`src/rtl/viterbi_traceback.sv`:
```
// Viterbi traceback: walks the survivor memory backwards from a given end state and
// streams the recovered input bits out in forward time order over valid/ready.
module viterbi_traceback #(
    parameter int unsigned ST_W  = 8,
    parameter int unsigned DEPTH = 16,
    parameter int unsigned LEN_W = 5
) (
    input  logic             clk,
    input  logic             rst,
    input  logic             en_tb,
    input  logic             i_start,
    input  logic [ST_W-1:0]  i_start_st,
    input  logic [LEN_W-1:0] i_len,
    output logic             o_rd_en,
    output logic [LEN_W-1:0] o_rd_addr,
    output logic [ST_W-1:0]  o_rd_st,
    input  logic [ST_W-1:0]  i_prv_st,
    output logic             o_bit,
    output logic             o_valid,
    input  logic             i_ready,
    output logic             o_last,
    output logic             o_busy
);

    localparam logic [1:0] IDLE = 2'd0;
    localparam logic [1:0] RD   = 2'd1;
    localparam logic [1:0] CAP  = 2'd2;
    localparam logic [1:0] EMIT = 2'd3;

    localparam logic [LEN_W-1:0] MAX_LEN = LEN_W'(DEPTH);

    logic [1:0]       state_q, state_d;
    logic [LEN_W-1:0] len_q, len_d;
    logic [LEN_W-1:0] idx_q, idx_d;
    logic [LEN_W-1:0] oidx_q, oidx_d;
    logic [ST_W-1:0]  cur_st_q, cur_st_d;
    logic [DEPTH-1:0] buf_q, buf_d;
    logic             out_bit;
    logic             is_last;

    // Explicit compare-based mux keeps the index width independent of DEPTH.
    always_comb begin
        out_bit = 1'b0;
        for (int unsigned i = 0; i < DEPTH; i++) begin
            if (oidx_q == LEN_W'(i)) begin
                out_bit = buf_q[i];
            end
        end
        is_last = (oidx_q == len_q - LEN_W'(1));
    end

    always_comb begin
        state_d  = state_q;
        len_d    = len_q;
        idx_d    = idx_q;
        oidx_d   = oidx_q;
        cur_st_d = cur_st_q;
        buf_d    = buf_q;
        if (en_tb) begin
            case (state_q)
                IDLE: begin
                    if (i_start && (i_len != '0)) begin
                        len_d    = (i_len > MAX_LEN) ? MAX_LEN : i_len;
                        cur_st_d = i_start_st;
                        idx_d    = len_d - LEN_W'(1);
                        state_d  = RD;
                    end
                end
                RD: state_d = CAP;
                CAP: begin
                    // The bit decoded at step idx is the MSB of the state at idx+1.
                    for (int unsigned i = 0; i < DEPTH; i++) begin
                        if (idx_q == LEN_W'(i)) begin
                            buf_d[i] = cur_st_q[ST_W-1];
                        end
                    end
                    cur_st_d = i_prv_st;
                    if (idx_q == '0) begin
                        oidx_d  = '0;
                        state_d = EMIT;
                    end else begin
                        idx_d   = idx_q - LEN_W'(1);
                        state_d = RD;
                    end
                end
                EMIT: begin
                    if (i_ready) begin
                        if (is_last) begin
                            state_d = IDLE;
                        end else begin
                            oidx_d = oidx_q + LEN_W'(1);
                        end
                    end
                end
                default: state_d = IDLE;
            endcase
        end
    end

    always_ff @(posedge clk or negedge rst) begin
        if (!rst) begin
            state_q  <= IDLE;
            len_q    <= '0;
            idx_q    <= '0;
            oidx_q   <= '0;
            cur_st_q <= '0;
            buf_q    <= '0;
        end else begin
            state_q  <= state_d;
            len_q    <= len_d;
            idx_q    <= idx_d;
            oidx_q   <= oidx_d;
            cur_st_q <= cur_st_d;
            buf_q    <= buf_d;
        end
    end

    // Strobes are gated by the enable so a stalled cycle never issues a read or a transfer.
    assign o_rd_en   = en_tb && (state_q == RD);
    assign o_rd_addr = idx_q;
    assign o_rd_st   = cur_st_q;
    assign o_bit     = out_bit;
    assign o_valid   = en_tb && (state_q == EMIT);
    assign o_last    = (state_q == EMIT) && is_last;
    assign o_busy    = (state_q != IDLE);

endmodule

```
`config.mk`:
```
export PLATFORM = sky130hd
export DESIGN_NAME = viterbi_traceback
export DESIGN_NICKNAME = d
export VERILOG_FILES = /design/src/rtl/viterbi_traceback.sv
export SDC_FILE = /design/constraint.sdc
export NUM_CORES = 1
export LEC_CHECK = 0
export CAP_MARGIN = 5
export CORE_MARGIN = 3
export CORE_UTILIZATION = 25
export CTS_CLUSTER_DIAMETER = 60
export DETAILED_ROUTE_END_ITERATION = 10
export PLACE_DENSITY = 0.55
export SLEW_MARGIN = 20
export SYNTH_ARGS = -nofsm -noshare
export SYNTH_HDL_FRONTEND = slang
export SYNTH_SLANG_ARGS = --single-unit
export TNS_END_PERCENT = 20
```
`constraint.sdc`:
```
create_clock -name clk -period 2.41 [get_ports clk]
set_clock_uncertainty 0.15 [all_clocks]
set_input_delay 0.3615 -clock clk [delete_from_list [all_inputs] [get_ports clk]]
set_output_delay 0.3615 -clock clk [all_outputs]
set_load 0.01 [all_outputs]
```
==> impl_metrics.py <==
metrics = {
    "synth": {
        "synth_area_per_cell_um2": 9.409,
        "synth-adder-area-share_pct": 5.761,
        "yosys_warnings": 0,
        "synth_mux_area_share_pct": 11.62,
        "async_flop_share_pct": 100.0,
        "synth_area_mm2": 0.002606,
        "synth_top_family_by_area": "simple AND/OR/NAND/NOR gates",
        "yosysSeqAreaShare_pct": 39.37,
        "synth_top_flop_cell": "dfrtp_1",
        "synth_compound_area_share_pct": 15.70,
        "synth_edf_count": 0,
        "synth-simple-area-share_pct": 20.84,
        "synthXorXnorAreaFrac_pct": 2.640,
        "synthesis.nets": 315,
        "synthDistinctLibCells": 51,
        "syn-instance-count": 277,
        "synth-seq-cells": 41,
    },
    "clock_network": {
        "cts_max_level": 2,
        "cts_sinks": 41,
        "clock_latency_ps": 290,
        "ctsLongestPathBuffers": 2,
        "cts_root_buf": "clkbuf_8",
        "tritoncts": "done",
        "postCtsSetupRepairBufs": 0,
        "clk_pin_slew_ps": 80,
        "cts_buffers": 5,
    },
    "route": {
        "ant_nets": 0,
        "via_per_inst": 4.693,
        "drt_first_pass_iters": 4,
        "num_vias": 2248,
        "drt_iter0_markers": 92,
        "routed_wl_mm": 6.825,
        "drc": 0,
        "wire_per_inst_um": 14.25,
    },
    "placed_design": {
        "place_congestion": 0.8270,
        "portBuffers": 43,
        "place_inst": 470,
        "hpwl_mm": 5.215,
    },
    "cells_and_area": {
        "syn2layout_area_growth_pct": 38.84,
        "final_cell_mix": "nand2_1, clkdlybuf4s50_1, dfrtp_1",
        "final_common_cell": "nand2_1",
        "layout.cells.non_filler": 479,
        "area.sequential_mm2": 0.001030,
        "multiInputGateArea_mm2": 0.001579,
        "drive_above_1_share_pct": 25.14,
        "n_antenna_cell": 0,
        "fill_cells": 985,
        "layout.nets": 383,
    },
    "power": {
        "powerDensity_mw_per_mm2": 1100,
        "finalPower_mw": 3.981,
        "leakagePower_nw": 1.537,
        "ir_worst_vdd_uv": 446.1,
    },
    "timing": {
        "hold_viol": 0,
        "slew_headroom_pct": 65.35,
        "min_period_ps": 2444,
        "slew_violations": 0,
        "period_share_pct": 101.4,
        "setup_viol": 1,
        "setup_tns_ps": -33.86,
        "setup_ws_ps": -33.86,
        "rsz0062_at_grt": "yes",
        "worst_pin_slew_ps": 518.9,
        "max_clock_freq_ghz": 0.4092,
    },
    "floorplanning": {
        "dieArea_mm2": 0.01169,
        "start_util_pct": 26.18,
        "num_rows": 36,
        "core_area_mm2": 0.009955,
        "fp.dieW_um": 108.1,
        "die_h_um": 108.1,
        "io-pin-count": 44,
    },
    "worst_hold_path": {
        "hold_path_class": "reg -> reg",
    },
    "worst_setup_path": {
        "arrival_ps": 1930,
        "path_class": "reg -> out",
        "cp_max_fo": 5,
        "start_kind": "flop",
        "worstPathRequired_ps": 1900,
        "end_kind": "primary output",
    },
    "global_routing": {
        "grt_pass1_vias": 2262,
        "antenna_found_initial": 0,
        "grt_pass1_wl_mm": 11.50,
        "grt_overflow_total": 0,
        "grt_max_degree": 24,
        "grt.total_usage_pct": 12.36,
    },
    "run_status": {
        "violations": "setup timing",
        "outcome": "finished with violations",
    },
    "job": {
        "cap_violations": 0,
    },
}
==> kinds of logic after synthesis <==
group           after synthesis
compound gates               59
buf+inv                      26
fa+ha+maj                    12
simple gates                104
mux                          28
flops                        41
xor+xnor                      7
==> Yosys cell counts (2+ instances only) <==
| master | count | share of area [%] |
|---|---|---|
| inv_1 | 13 | 1.9 |
| xnor2_1 | 4 | 1.3 |
| a21o_1 | 2 | 0.58 |
| and3_1 | 5 | 1.2 |
| nand2b_1 | 2 | 0.48 |
| o211ai_1 | 3 | 0.86 |
| clkbuf_1 | 6 | 0.86 |
| a21oi_1 | 8 | 1.5 |
| xor2_1 | 2 | 0.67 |
| nor2b_1 | 6 | 1.4 |
| o22ai_1 | 2 | 0.48 |
| o2bb2ai_1 | 2 | 0.67 |
| mux2_2 | 18 | 7.8 |
| ha_1 | 12 | 5.8 |
| a22oi_1 | 3 | 0.86 |
| a32oi_1 | 2 | 0.67 |
| buf_2 | 7 | 1.3 |
| o31a_1 | 2 | 0.67 |
| nand3b_1 | 3 | 0.86 |
| a221oi_1 | 2 | 0.67 |
| nand4_1 | 2 | 0.48 |
| nand2_1 | 44 | 6.3 |
| o21ai_0 | 22 | 4.2 |
| nor2_1 | 11 | 1.6 |
| and2_1 | 7 | 1.7 |
| or3_1 | 3 | 0.72 |
| dfrtp_1 | 41 | 39 |
| mux2i_1 | 10 | 3.8 |
| and3b_1 | 2 | 0.67 |
| a211oi_1 | 2 | 0.58 |
| nor3_1 | 2 | 0.38 |
| nand3_1 | 8 | 1.5 |
==> state kept, by name, indices dropped and copies added (netlist names) <==
signal     count
len_q          5
state_q        2
o_rd_addr      5
buf_q         16
oidx_q         5
o_rd_st        8
==> layout make-up <==
class | instances | share of cell area [%]
clock inverter | 1 | 0.8299
inverter | 13 | 1.418
sequential | 41 | 28.46
clock buffer | 7 | 2.386
tap | 133 | 4.599
multi-input combinational | 210 | 43.64
timing repair buffer | 74 | 18.67
==> layer usage <==
layer | part of all wire (%) | wire, µm | vias up | track usage, %
met5 | 0 | 0 | - | 0
met4 | 1.2 | 85 | 0 | 3.156
met3 | 5.5 | 378 | 13 | 3.701
met2 | 45 | 3065 | 60 | 19.72
met1 | 48 | 3296 | 1059 | 16.38
li1 | - | - | 1116 | -
==> worst paths after layout <==
check | slack, ps | to | cells past startpoint | startpoint
max | -30 | o_bit | 8 | oidx_q[0]
min | 340 | o_rd_st[6] | 2 | o_rd_st[6]
max reg2reg | 140 | oidx_q[1] | 7 | o_rd_addr[1]
min reg2reg | 340 | o_rd_st[6] | 2 | o_rd_st[6]
max in group asynchronous | 1210 | oidx_q[0] | 3 | rst
min in group asynchronous | 410 | oidx_q[2] | 2 | rst
==> where the power goes <==
group          total, mW  switching, mW  internal (mW)  leakage [nW]
clock network      0.581          0.243          0.338        0.0585
registers           1.20          0.257          0.943         0.516
logic               2.20           1.07           1.13         0.963
total               3.98           1.57           2.41          1.54
==> metrics by stage <==
stage,setup WS [ps],area [µm²],hold WS [ps],utilization [%]
2_1_floorplan,96.50,2606,-84.09,-
3_3_place_gp,-156.3,3391,210.9,34.06
3_5_place_dp,-207.9,3391,208.3,34.06
4_1_cts,-49.69,3595,343.3,36.11
5_1_grt,-144.9,3618,376.1,36.35
6_report,-33.86,3618,339.2,36.35
==> critical path, stage by stage, from the launching register on <==
cell and delay (ps):
dfrtp_2 470, inv_4 70, ha_2 220, a22oi_1 150, o21ai_1 120, a31oi_1 190
o221ai_1 130, and3_1 170, buf_2 130
==> repair_timing <==
item	in CTS	in global routing
pin swaps	10	9
hold buffers	1	0
setup endpoints to repair	2	2
endpoints found under the hold margin	18	0
resized for setup	30	7
(Power assumes the default switching activity.)
==> RTL change 1, RTL diff (config.mk and constraints unchanged) <==
`buf_q` no longer has a reset.
--- a/src/rtl/viterbi_traceback.sv
+++ b/src/rtl/viterbi_traceback.sv
@@ -105,5 +105,4 @@
             oidx_q   <= '0;
             cur_st_q <= '0;
-            buf_q    <= '0;
         end else begin
             state_q  <= state_d;
@@ -112,6 +111,9 @@
             oidx_q   <= oidx_d;
             cur_st_q <= cur_st_d;
-            buf_q    <= buf_d;
         end
+    end
+
+    always_ff @(posedge clk) begin
+        buf_q <= buf_d;
     end
 
Formal check against the unedited RTL: differs if rst is asserted again (counterexample within 4 cycles, from zero or initial values and one cycle with rst low); with rst held inactive, the same outputs for 4 cycles.
==> RTL change 1 against the unedited design <==
- total power shrank 7.6%
- global-route usage shrank 1.2 points
- sequential cell count stayed put
- register-to-register slack gained 0.06 ns
- wire length shrank 10%
- the run still ends with setup timing left
- sequential share of layout area up 3.3 points
- setup slack got worse by 0.11 ns
- synthesized area decreased by 3.4%
- critical endpoint unchanged
- clock power fell by 21%
- worst hold slack lost 0.037 ns
- count of clock-buffer cells in the layout grew 1
- largest cell class unchanged
- combinational power shrank 8%
- final area fell by 3.6%
==> RTL change 1: results (changes against the unedited design) <==
| Metric | Value |
|---|---|
| Vias in the first global route | 2124 (was 2262) |
| Sequential share of the synthesized area | 43.9% (was 39.4%) |
| Area share of fa/ha/maj cells after synthesis | 5.96% (was 5.76%) |
| Placement Cell Area | 3300 µm² (was 3390 µm²) |
| Async SR Flop Fraction | 61.0% (was 100%) |
| Slew HR | 70.7% (was 65.3%) |
| Gr usage total | 11.1% (was 12.4%) |
| Final setup margin | -0.140 ns (was -0.0339 ns) |
| Post-synthesis mux area share | 5.71% (was 11.6%) |
| Number of enable flip-flop cells after synthesis | 16 (was 0) |
| Global-route wire length before repair | 10100 µm (was 11500 µm) |
| Pin count of the biggest net entering global routing | 26 (was 24) |
| Number of buffers added on ports | 43 (unchanged) |
| Synthesized net count | 301 (was 315) |
| Final #Nets | 372 (was 383) |
| Crit-path leading delay family | simple AND/OR/NAND/NOR gates (was compound AO/OA/AOI/OAI gates) |
| Iter 0 DRT Violations | 76 (was 92) |
| Top reg by flops | buf_q (unchanged) |
| Synth top cells by count | nand2_1 (28), dfrtp_1 (25), nor2_1 (23) (was nand2_1 (44), dfrtp_1 (41), o21ai_0 (22)) |
| Ys Warns | 0 (unchanged) |
| Crit-path slowest cell | or4b_2 (was dfrtp_2) |
| Post-synthesis xor/xnor area fraction | 2.73% (was 2.64%) |
| Share of cells above drive strength 1 | 20.9% (was 25.1%) |
| Filler instances | 1003 (was 985) |
| Dpl hpwl | 4680 µm (was 5210 µm) |
| Worst VDD drop | 0.443 mV (was 0.446 mV) |
| Wire length per cell | 13.1 µm (was 14.2 µm) |
| Sw Ratio | 38.2% (was 39.5%) |
| Area contributors post-synth | dfrtp_1 (25%), edfxtp_1 (19%), ha_1 (6.0%) (was dfrtp_1 (39%), mux2_2 (7.8%), nand2_1 (6.3%)) |
| H-tree levels | 2 (unchanged) |
| Max incr delay on CP | 0.58 ns (was 0.47 ns) |
| Reg2Reg Setup Slack | 0.20 ns (was 0.14 ns) |
| N_diodes | 0 (unchanged) |
| Final Wtd Congestion | 0.806 (was 0.827) |
| Static leakage | 1.46 nW (was 1.54 nW) |
| CP Max Fanout | 5 (unchanged) |
| Final setup viols | 1 (unchanged) |
| Synth Area in Compound Gates | 14.7% (was 15.7%) |
| Clock Latency Late Sink | 0.29 ns (about the same) |
| Critical path data arrival time | 2.04 ns (was 1.93 ns) |
| Max Cap Viol | 0 (unchanged) |
| Routed vias/inst | 4.54 (was 4.69) |
| Initial antenna violation count | 0 (unchanged) |
| Synth unique cells | 57 (was 51) |
| Worst hold path class | input port to asynchronous set/reset pin (was flip-flop to flip-flop) |
| Outcome | finished with violations (unchanged) |
| Failing checks | setup timing (unchanged) |
| Setup_tns | -0.140 ns (was -0.0339 ns) |
==> RTL change 1: stage by stage <==
| step | setup slack (ns) | util (%) | power, mW | instances | hold WS, ns |
|---|---|---|---|---|---|
| 2_1_floorplan | 0.151 | - | 2.29 | 263 | -0.0841 |
| 3_3_place_gp | -0.304 | 33.7 | 3.07 | 459 | 0.316 |
| 3_5_place_dp | -0.300 | 33.7 | 3.10 | 459 | 0.324 |
| 4_1_cts | -0.125 | 35.1 | 3.61 | 468 | 0.315 |
| 5_1_grt | -0.239 | 35.7 | 3.99 | 468 | 0.339 |
| 6_report | -0.140 | 35.7 | 3.68 | 468 | 0.302 |
==> RTL change 1: final timing paths <==
check / startpoint / endpoint / depth (start not counted)
min reg2reg: o_rd_st[6] / o_rd_st[6] / 2
min: rst / oidx_q[2] / 2
max reg2reg: len_q[0] / oidx_q[0] / 8
max: oidx_q[0] / o_bit / 7
min in group clk: o_rd_st[6] / o_rd_st[6] / 2
max in group asynchronous: rst / oidx_q[1] / 2
==> RTL change 1: kinds of logic after synthesis <==
| group | Yosys count |
|---|---|
| compound gates | 54 |
| xor+xnor | 7 |
| fa+ha+maj | 12 |
| buf+inv | 30 |
| flops | 41 |
| mux | 14 |
| simple gates | 105 |
==> RTL change 1: power by group through the flow <==
stage / combinational [mW] / clock [mW] / sequential, mW
after floorplan: 1.11 / 0 / 1.18
after global placement: 1.90 / 0 / 1.17
after detailed placement: 1.92 / 0 / 1.18
after CTS: 1.97 / 0.469 / 1.18
after global routing: 2.26 / 0.499 / 1.23
final: 2.03 / 0.458 / 1.19
==> RTL change 1: timing repair <==
action / CTS / global route
hold buffers: 0 / 0
resized for setup: 19 / 14
setup buffers: 1 / 0
pin swaps: 5 / 3
endpoints found under the setup margin: 2 / 3
==> RTL change 1: per-layer routing <==
layer	vias up	GRT usage (%)	part of all wire (%)
li1	1080	-	-
met1	990	14.0	46
met2	49	18.4	47
met3	7	3.34	5.4
met4	0	3.33	1.2
met5	-	0	0
==> RTL change 1: cell type report <==
cell class                 instances  area [µm²]  area share, %
clock buffer                       8        90.1           2.58
tap                              133         166           4.77
inverter                          16        65.1           1.87
sequential                        41        1110           31.8
timing repair buffer              78         694           19.9
multi-input combinational        192        1360           39.1
==> RTL change 1: worst register-to-register path: stages, from the launching register on <==
cell	delay [ns]
dfrtp_1	0.38
inv_1	0.06
ha_1	0.21
and4bb_1	0.22
o211ai_1	0.08
a311o_2	0.37
buf_4	0.16
and4_4	0.19
mux2_2	0.26
==> RTL change 2, RTL diff (config.mk and constraints unchanged) <==
Made on the original files. The parameter `ST_W` goes from 8 to 9.
--- a/src/rtl/viterbi_traceback.sv
+++ b/src/rtl/viterbi_traceback.sv
@@ -2,5 +2,5 @@
 // streams the recovered input bits out in forward time order over valid/ready.
 module viterbi_traceback #(
-    parameter int unsigned ST_W  = 8,
+    parameter int unsigned ST_W  = 9,
     parameter int unsigned DEPTH = 16,
     parameter int unsigned LEN_W = 5
Interface: changed (resized i_prv_st, i_start_st and o_rd_st); port bits go from 44 to 47. No check against the original RTL was run, so the function may have changed too.
==> RTL change 2 against the unedited design <==
- the flow still finishes with violations (setup timing)
- wire length rose by 0.67%
- register-to-register slack improved by 0.08 ns
- final area up 1.5%
- total power increased by 7.9%
- sequential cell count rose by 1
- die area is 1.7% higher
- global-route usage decreased by 0.24 points
- setup slack got worse by 0.24 ns
- synthesized area is 1.8% higher
- largest power group unchanged
- highest routed layer unchanged
==> RTL change 2: results (changes against the unedited design) <==
| Metric | Value |
|---|---|
| HP Start | o_rd_st[2] (was o_rd_st[6]) |
| Setup_tns | -0.271 ns (was -0.0339 ns) |
| Failing checks | setup timing (unchanged) |
| Post-CTS Setup Bufs | 1 (was 0) |
| Synth unique cells | 48 (was 51) |
| Filler instances | 1049 (was 985) |
| Area share of fa/ha/maj cells after synthesis | 5.66% (was 5.76%) |
| Post-Place Worst Slack | -0.415 ns (was -0.208 ns) |
| Final hold slack | 0.340 ns (was 0.339 ns) |
| Final setup viols | 1 (unchanged) |
| Post_cts resized | 22 (was 30) |
| Sequential share of the synthesized area | 39.6% (was 39.4%) |
| Crit-path slowest cell | a2111oi_0 (was dfrtp_2) |
| Worst reg2reg path endpoint | oidx_q[3] (was oidx_q[1]) |
| Share of cells above drive strength 1 | 24.0% (was 25.1%) |
| Final setup margin | -0.271 ns (was -0.0339 ns) |
| Final #Nets | 397 (was 383) |
| Area contributors post-synth | dfrtp_1 (40%), mux2_2 (7.6%), ha_1 (5.7%) (was dfrtp_1 (39%), mux2_2 (7.8%), nand2_1 (6.3%)) |
| Outcome | finished with violations (unchanged) |
| Critical R2R Launch | oidx_q[2] (was o_rd_addr[1]) |
| Hold EP | o_rd_st[2] (was o_rd_st[6]) |
| Dpl hpwl | 5350 µm (was 5210 µm) |
| Final Wtd Congestion | 0.824 (was 0.827) |
| Pin count of the biggest net entering global routing | 23 (was 24) |
| Post-synthesis xor/xnor area fraction | 2.64% (about the same) |
| Non-Filler Instances | 491 (was 479) |
| Final WL | 6870 µm (was 6830 µm) |
RTL change 2: report_power, final:
part	total [mW]	switching (mW)	internal [mW]
Sequential	1.28	0.271	1.00
Clock	0.454	0.249	0.205
Combinational	2.57	1.30	1.27
RTL change 2: area by class of cell:
| type | count | area [µm²] | share of cell area (%) |
|---|---|---|---|
| Multi-Input combinational cell | 205 | 1530 | 41.5 |
| Sequential cell | 42 | 1050 | 28.6 |
| Timing Repair Buffer | 86 | 774 | 21.1 |
| Tap cell | 133 | 166 | 4.53 |
| Clock buffer | 6 | 72.6 | 1.98 |
| Inverter | 17 | 68.8 | 1.87 |
| Clock inverter | 2 | 13.8 | 0.375 |
RTL change 2: routing by layer:
layer / track usage [%] / routed length, µm / vias up
met1: 16.2 / 3250 / 1099
met3: 2.37 / 239 / 6
met4: 2.89 / 58 / 0
met5: 0 / 0 / -
li1: - / - / 1147
met2: 20.1 / 3320 / 47
